## src/rtl/reserved_slot_entry_ctrl.sv

```systemverilog
// Entry-gate controller for the reserved parking section: validates a flat number,
// claims its slot in the shared occupancy bitmap, times the barrier and reports status.
// Optional build macro ENTRY_STATS_EN adds a saturating reject_count output.
module reserved_slot_entry_ctrl #(
    parameter int N_SLOTS     = 32,
    parameter int FLAT_W      = $clog2(N_SLOTS + 1),
    parameter int GATE_CYCLES = 8
) (
    input  logic               clk,
    input  logic               rst,
    input  logic               req_valid,
    output logic               req_ready,
    input  logic [FLAT_W-1:0]  req_flat,
    input  logic               exit_valid,
    input  logic [FLAT_W-1:0]  exit_flat,
    output logic               rsp_valid,
    output logic [1:0]         rsp_code,
    output logic [FLAT_W-1:0]  rsp_flat,
    output logic               gate_open,
    output logic               exit_err,
    output logic [N_SLOTS-1:0] occ_bitmap,
`ifdef ENTRY_STATS_EN
    output logic [15:0]        reject_count,
`endif
    output logic [FLAT_W-1:0]  occ_count
);

    localparam int TMR_W = $clog2(GATE_CYCLES + 1);
    localparam logic [1:0] CODE_GRANTED  = 2'b00;
    localparam logic [1:0] CODE_OCCUPIED = 2'b01;
    localparam logic [1:0] CODE_INVALID  = 2'b10;

    typedef enum logic [1:0] {
        S_IDLE  = 2'd0,
        S_CHECK = 2'd1,
        S_GATE  = 2'd2,
        S_RESP  = 2'd3
    } state_t;

    state_t               r_state;
    state_t               w_state_next;
    logic [FLAT_W-1:0]    r_flat_q;
    logic [1:0]           r_code;
    logic [1:0]           w_code_next;
    logic [TMR_W-1:0]     r_timer;
    logic [N_SLOTS-1:0]   r_bitmap;
    logic [FLAT_W-1:0]    r_count;
    logic [FLAT_W-1:0]    w_count_next;
    logic                 r_rsp_valid;
    logic [1:0]           r_rsp_code;
    logic [FLAT_W-1:0]    r_rsp_flat;
    logic                 r_gate_open;
    logic                 r_exit_err;
    logic                 w_grant;
    logic                 w_exit_ok;
    logic [N_SLOTS-1:0]   w_hit_vec;
    logic [N_SLOTS-1:0]   w_exit_vec;
    logic [N_SLOTS-1:0]   w_set_vec;
    logic [N_SLOTS-1:0]   w_clr_vec;

    // One-hot slot decode per flat; out-of-range flats simply match no slot.
    generate
        for (genvar gi = 0; gi < N_SLOTS; gi++) begin : g_slot
            localparam logic [FLAT_W-1:0] FLAT_ID = FLAT_W'(gi + 1);
            assign w_hit_vec[gi]  = (r_flat_q == FLAT_ID);
            assign w_exit_vec[gi] = exit_valid && (exit_flat == FLAT_ID);
            assign w_set_vec[gi]  = w_grant && w_hit_vec[gi];
            assign w_clr_vec[gi]  = w_exit_vec[gi] && r_bitmap[gi];
        end
    endgenerate

    assign w_exit_ok = |w_clr_vec;

    always_comb begin
        w_state_next = r_state;
        w_code_next  = r_code;
        w_grant      = 1'b0;
        unique case (r_state)
            S_IDLE: begin
                if (req_valid) w_state_next = S_CHECK;
            end
            S_CHECK: begin
                if (!(|w_hit_vec)) begin
                    w_code_next  = CODE_INVALID;
                    w_state_next = S_RESP;
                end else if (|(w_hit_vec & r_bitmap)) begin
                    w_code_next  = CODE_OCCUPIED;
                    w_state_next = S_RESP;
                end else begin
                    w_grant      = 1'b1;
                    w_code_next  = CODE_GRANTED;
                    w_state_next = S_GATE;
                end
            end
            S_GATE: begin
                if (r_timer <= TMR_W'(1)) w_state_next = S_RESP;
            end
            S_RESP: begin
                w_state_next = S_IDLE;
            end
            default: w_state_next = S_IDLE;
        endcase
    end

    // A grant and a successful exit in the same cycle always touch different slots.
    always_comb begin
        w_count_next = r_count;
        unique case ({w_grant, w_exit_ok})
            2'b10:   w_count_next = r_count + FLAT_W'(1);
            2'b01:   w_count_next = r_count - FLAT_W'(1);
            default: w_count_next = r_count;
        endcase
    end

    always_ff @(posedge clk) begin
        if (rst) begin
            r_state     <= S_IDLE;
            r_flat_q    <= '0;
            r_code      <= CODE_GRANTED;
            r_timer     <= '0;
            r_bitmap    <= '0;
            r_count     <= '0;
            r_rsp_valid <= 1'b0;
            r_rsp_code  <= CODE_GRANTED;
            r_rsp_flat  <= '0;
            r_gate_open <= 1'b0;
            r_exit_err  <= 1'b0;
        end else begin
            r_state <= w_state_next;
            r_code  <= w_code_next;
            if (r_state == S_IDLE && req_valid) r_flat_q <= req_flat;
            if (w_grant) begin
                r_timer <= TMR_W'(GATE_CYCLES);
            end else if (r_state == S_GATE) begin
                r_timer <= r_timer - TMR_W'(1);
            end
            r_bitmap    <= (r_bitmap & ~w_clr_vec) | w_set_vec;
            r_count     <= w_count_next;
            r_exit_err  <= exit_valid && !w_exit_ok;
            r_gate_open <= (w_state_next == S_GATE);
            r_rsp_valid <= (w_state_next == S_RESP);
            if (w_state_next == S_RESP) begin
                r_rsp_code <= w_code_next;
                r_rsp_flat <= r_flat_q;
            end
        end
    end

`ifdef ENTRY_STATS_EN
    logic [15:0] r_reject_count;

    always_ff @(posedge clk) begin
        if (rst) begin
            r_reject_count <= '0;
        end else if (r_state == S_RESP && r_code != CODE_GRANTED && r_reject_count != 16'hFFFF) begin
            r_reject_count <= r_reject_count + 16'd1;
        end
    end

    assign reject_count = r_reject_count;
`endif

    assign req_ready  = (r_state == S_IDLE);
    assign rsp_valid  = r_rsp_valid;
    assign rsp_code   = r_rsp_code;
    assign rsp_flat   = r_rsp_flat;
    assign gate_open  = r_gate_open;
    assign exit_err   = r_exit_err;
    assign occ_bitmap = r_bitmap;
    assign occ_count  = r_count;

endmodule

```

## config.mk

```make
export PLATFORM = sky130hd
export DESIGN_NAME = reserved_slot_entry_ctrl
export DESIGN_NICKNAME = d
export VERILOG_FILES = /design/src/rtl/reserved_slot_entry_ctrl.sv
export SDC_FILE = /design/constraint.sdc
export NUM_CORES = 1
export LEC_CHECK = 0
export CAP_MARGIN = 5
export CELL_PAD_IN_SITES_DETAIL_PLACEMENT = 0
export CELL_PAD_IN_SITES_GLOBAL_PLACEMENT = 1
export CORE_MARGIN = 2
export CORE_UTILIZATION = 35
export DETAILED_ROUTE_END_ITERATION = 10
export PLACE_DENSITY = 0.85
export SETUP_SLACK_MARGIN = 0.15
export SLEW_MARGIN = 40
export SYNTH_ARGS = -nofsm -noshare
export SYNTH_HDL_FRONTEND = slang
export SYNTH_SLANG_ARGS = --single-unit
export TNS_END_PERCENT = 20
```

## constraint.sdc

```tcl
create_clock -name clk -period 3.9 [get_ports clk]
set_clock_uncertainty 0.2 [all_clocks]
set_input_delay 0.585 -clock clk [delete_from_list [all_inputs] [get_ports clk]]
set_output_delay 0.585 -clock clk [all_outputs]
set_load 0.02 [all_outputs]
```

==> run summary <==
Slew @ Worst Pin -> 0.592 ns
sw frac -> 37.1%
CP required -> 3.98 ns
Synth warnings -> 0
DIE AREA -> 11200 µm²
most frequent cell after synthesis -> dfxtp_1
initial antenna violation count -> 0
DP Worst Slack -> -0.363 ns
post-synthesis async set-or-reset flop share -> 0%
crit path kind -> reg -> reg
Syn Nets -> 457
gr ovfl total -> 0
via count -> 3712
nets@finish -> 569
RSZ-0062 raised after global routing -> false
TritonCTS clock tree -> built
fin crit period -> 3.57 ns
DRT Pass-1 Iters -> 6
routability cong. -> 0.975
clk root buf -> clkbuf_8
Sw Pwr -> 898 µW
clock group share of total power -> 26.7%
H-tree levels -> 3
Crit path largest cell delay -> 0.38 ns
synthesis-stage register bit count -> 63
Int Power -> 1.52 mW
IO Port Bufs -> 65
area leader, netlist -> dfxtp_1
leakage power -> 1.91 nW
initial cell density of the core -> 35.7%
CP endpoint kind -> register
layout overhead on the synthesized area -> 40.8%
Die Height -> 106 µm
CTS max path bufs -> 2
syn_area_per_cell -> 8.45 µm²
first-pass GRT wire length -> 18.6 mm
final-report max-slew violation count -> 0
diodes inserted -> 0
crit-path cells -> nor2b_1 -> buf_4 -> a22o_1 -> a211oi_2 -> nand3_2 -> nor4_4 -> inv_1 -> ha_2 -> buf_4 -> ha_4 -> a21oi_2 -> o21bai_1 -> a21oi_1 -> xnor2_1 -> or3_1 -> a21oi_2
crit start category -> register
routed length per placed instance -> 17.2 µm
Slew Limit Headroom -> 60.6%
crit path max fanout -> 7
gr usage total -> 21.0%
Setup-failing EPs final -> 0
DRC Markers -> 0
Finished Core Util -> 50.2%
Core Area -> 10200 µm²
Final HPWL DP -> 8.79 mm
cell area after synthesis -> 3630 µm²
vias per cell -> 5.43
Final Hold Viols -> 0
pin count of the biggest net entering global routing -> 37
DRT Wirelength -> 11.7 mm
HP Class -> reg -> reg
maximum vdd drop -> 207 µV
Seq/Total Area, Yosys -> 34.7%
Max Freq -> 280 MHz
Mapped Cells -> 430
synth cell count leaders -> dfxtp_1, nor2_1, nand2_1
top cells by area, synth -> dfxtp_1, a32oi_1, a21oi_1, nor2_1, nand2_1
leading register cell type out of synthesis -> dfxtp_1
combinational share of power -> 39.4%
status -> finished, final reports clean
Power Density -> 473 nW/µm²
row count -> 37
clock latency on the worst-skew pair -> 0.35 ns
Ports -> 66
Hold WS -> 0.277 ns
number of synthesized flops with an enable pin -> 0
share of post-route cells with drive strength above 1 -> 21.9%
Die W -> 106 µm
clock transition at the registers of the reported paths -> 0.08 ns
sequential power share -> 33.9%
CTS sink cnt -> 63
Post-DRT Antenna Nets -> 0
maximum capacitance violations -> 0
Unique masters post-synth -> 61
initial DRC count -> 284
part of the cycle the worst path needs -> 91.6%
post-synth top area share -> 34.7%
crit path max-delay cell type -> dfxtp_4
TritonCTS Buffers -> 9
vias in the first global route -> 3543
Worst EP arrival -> 3.65 ns
worst setup margin -> 0.326 ns
[worst max-delay path, delay by kind of cell (launching register included)]
kind | cells | cell delay [ns]
AOI/OAI and AO/OA | 6 | 1.05
and+or+nand+nor | 4 | 0.91
adders and majority gates | 2 | 0.44
buffers and inverters | 3 | 0.43
DFF | 1 | 0.38
xor gates and xnor gates | 1 | 0.10
[flip-flops by register name (all words and copies together) (netlist names), 2 cells and up]
name,count
occ_bitmap,32
occ_count,6
r_flat_q,6
rsp_flat,6
r_timer,4
r_code,2
r_state,2
rsp_code,2
[logic make-up after synthesis]
group	share of synthesized area, %
adders and majority gates	3.99
and+or+nand+nor	26.1
buffers and inverters	5.65
muxes	5.65
DFF	34.7
AOI/OAI and AO/OA	21.7
xor gates and xnor gates	2.17
[cells in the final DEF (no fill, tap or decap), drive strengths merged, types with 4 or more instances in the layout]
cell            n
nor4b           5
mux2i          13
nor3            4
a22o            7
nand2b         15
clkinv          4
nor2           45
nor2b          18
a32oi          22
nand4           6
dlymetal6s2s    4
buf            67
nand2          37
a21oi          34
xor2            4
clkbuf         11
ha             10
clkdlybuf4s50  57
mux2            4
a221oi          4
xnor2           5
a211oi          6
dfxtp          63
nand3b          5
o21ai          14
and2            4
inv            14
nand3          23
[cell type report]
cell class,instances,area (µm²)
Clock buffer,9,124
Multi-Input combinational cell,324,2260
Inverter,13,48.8
Sequential cell,63,1270
Tap cell,136,170
Fill cell,1013,5070
Timing Repair Buffer,131,1150
Clock inverter,7,96.3
[per-layer routing]
| layer | vias to the layer above | global-route usage, % | share of wire [%] |
|---|---|---|---|
| li1 | 1791 | - | - |
| met1 | 1755 | 29.0 | 45 |
| met2 | 138 | 31.9 | 45 |
| met3 | 28 | 4.48 | 6.8 |
| met4 | 0 | 8.08 | 2.7 |
| met5 | - | 0 | 0 |
[worst paths after layout]
| path | startpoint | end | slack [ns] | cells past startpoint |
|---|---|---|---|---|
| worst min register to register | rsp_flat[3]$_SDFFE_PP0P_ | rsp_flat[3]$_SDFFE_PP0P_ | 0.28 | 2 |
| worst min-delay path | rsp_flat[3]$_SDFFE_PP0P_ | rsp_flat[3]$_SDFFE_PP0P_ | 0.28 | 2 |
| worst max-delay path | r_flat_q[1]$_SDFFE_PP0P_ | occ_count[5]$_SDFFE_PP0P_ | 0.33 | 16 |
| worst max register to register | r_flat_q[1]$_SDFFE_PP0P_ | occ_count[5]$_SDFFE_PP0P_ | 0.33 | 16 |
[repair_timing]
| action | CTS | global route |
|---|---|---|
| endpoints found under the setup margin | 2 | 2 |
| gates resized for setup | 5 | 29 |
| hold buffers | 0 | 0 |
| pin swaps | 0 | 16 |
| buffers inserted | 0 | 1 |
| hold endpoints to repair | 0 | 0 |
[power by group through the flow]
stage	combinational (mW)	clock (mW)	sequential, mW
detailed placement	0.924	0	0.827
finish	0.954	0.647	0.822
global route	1.04	0.680	0.834
floorplan	0.591	0	0.851
CTS	0.929	0.653	0.814
global placement	0.909	0	0.826
[metrics by stage]
step                std cells  setup TNS, ns  area (µm²)  total power, mW
finish                    683              0        5120             2.42
global route              683              0        5120             2.55
CTS                       682              0        5010             2.40
detailed placement        666         -0.765        4790             1.75
global placement          666         -0.520        4790             1.74
floorplan                 430              0        3640             1.44
Power figures use the tool's default switching activity.
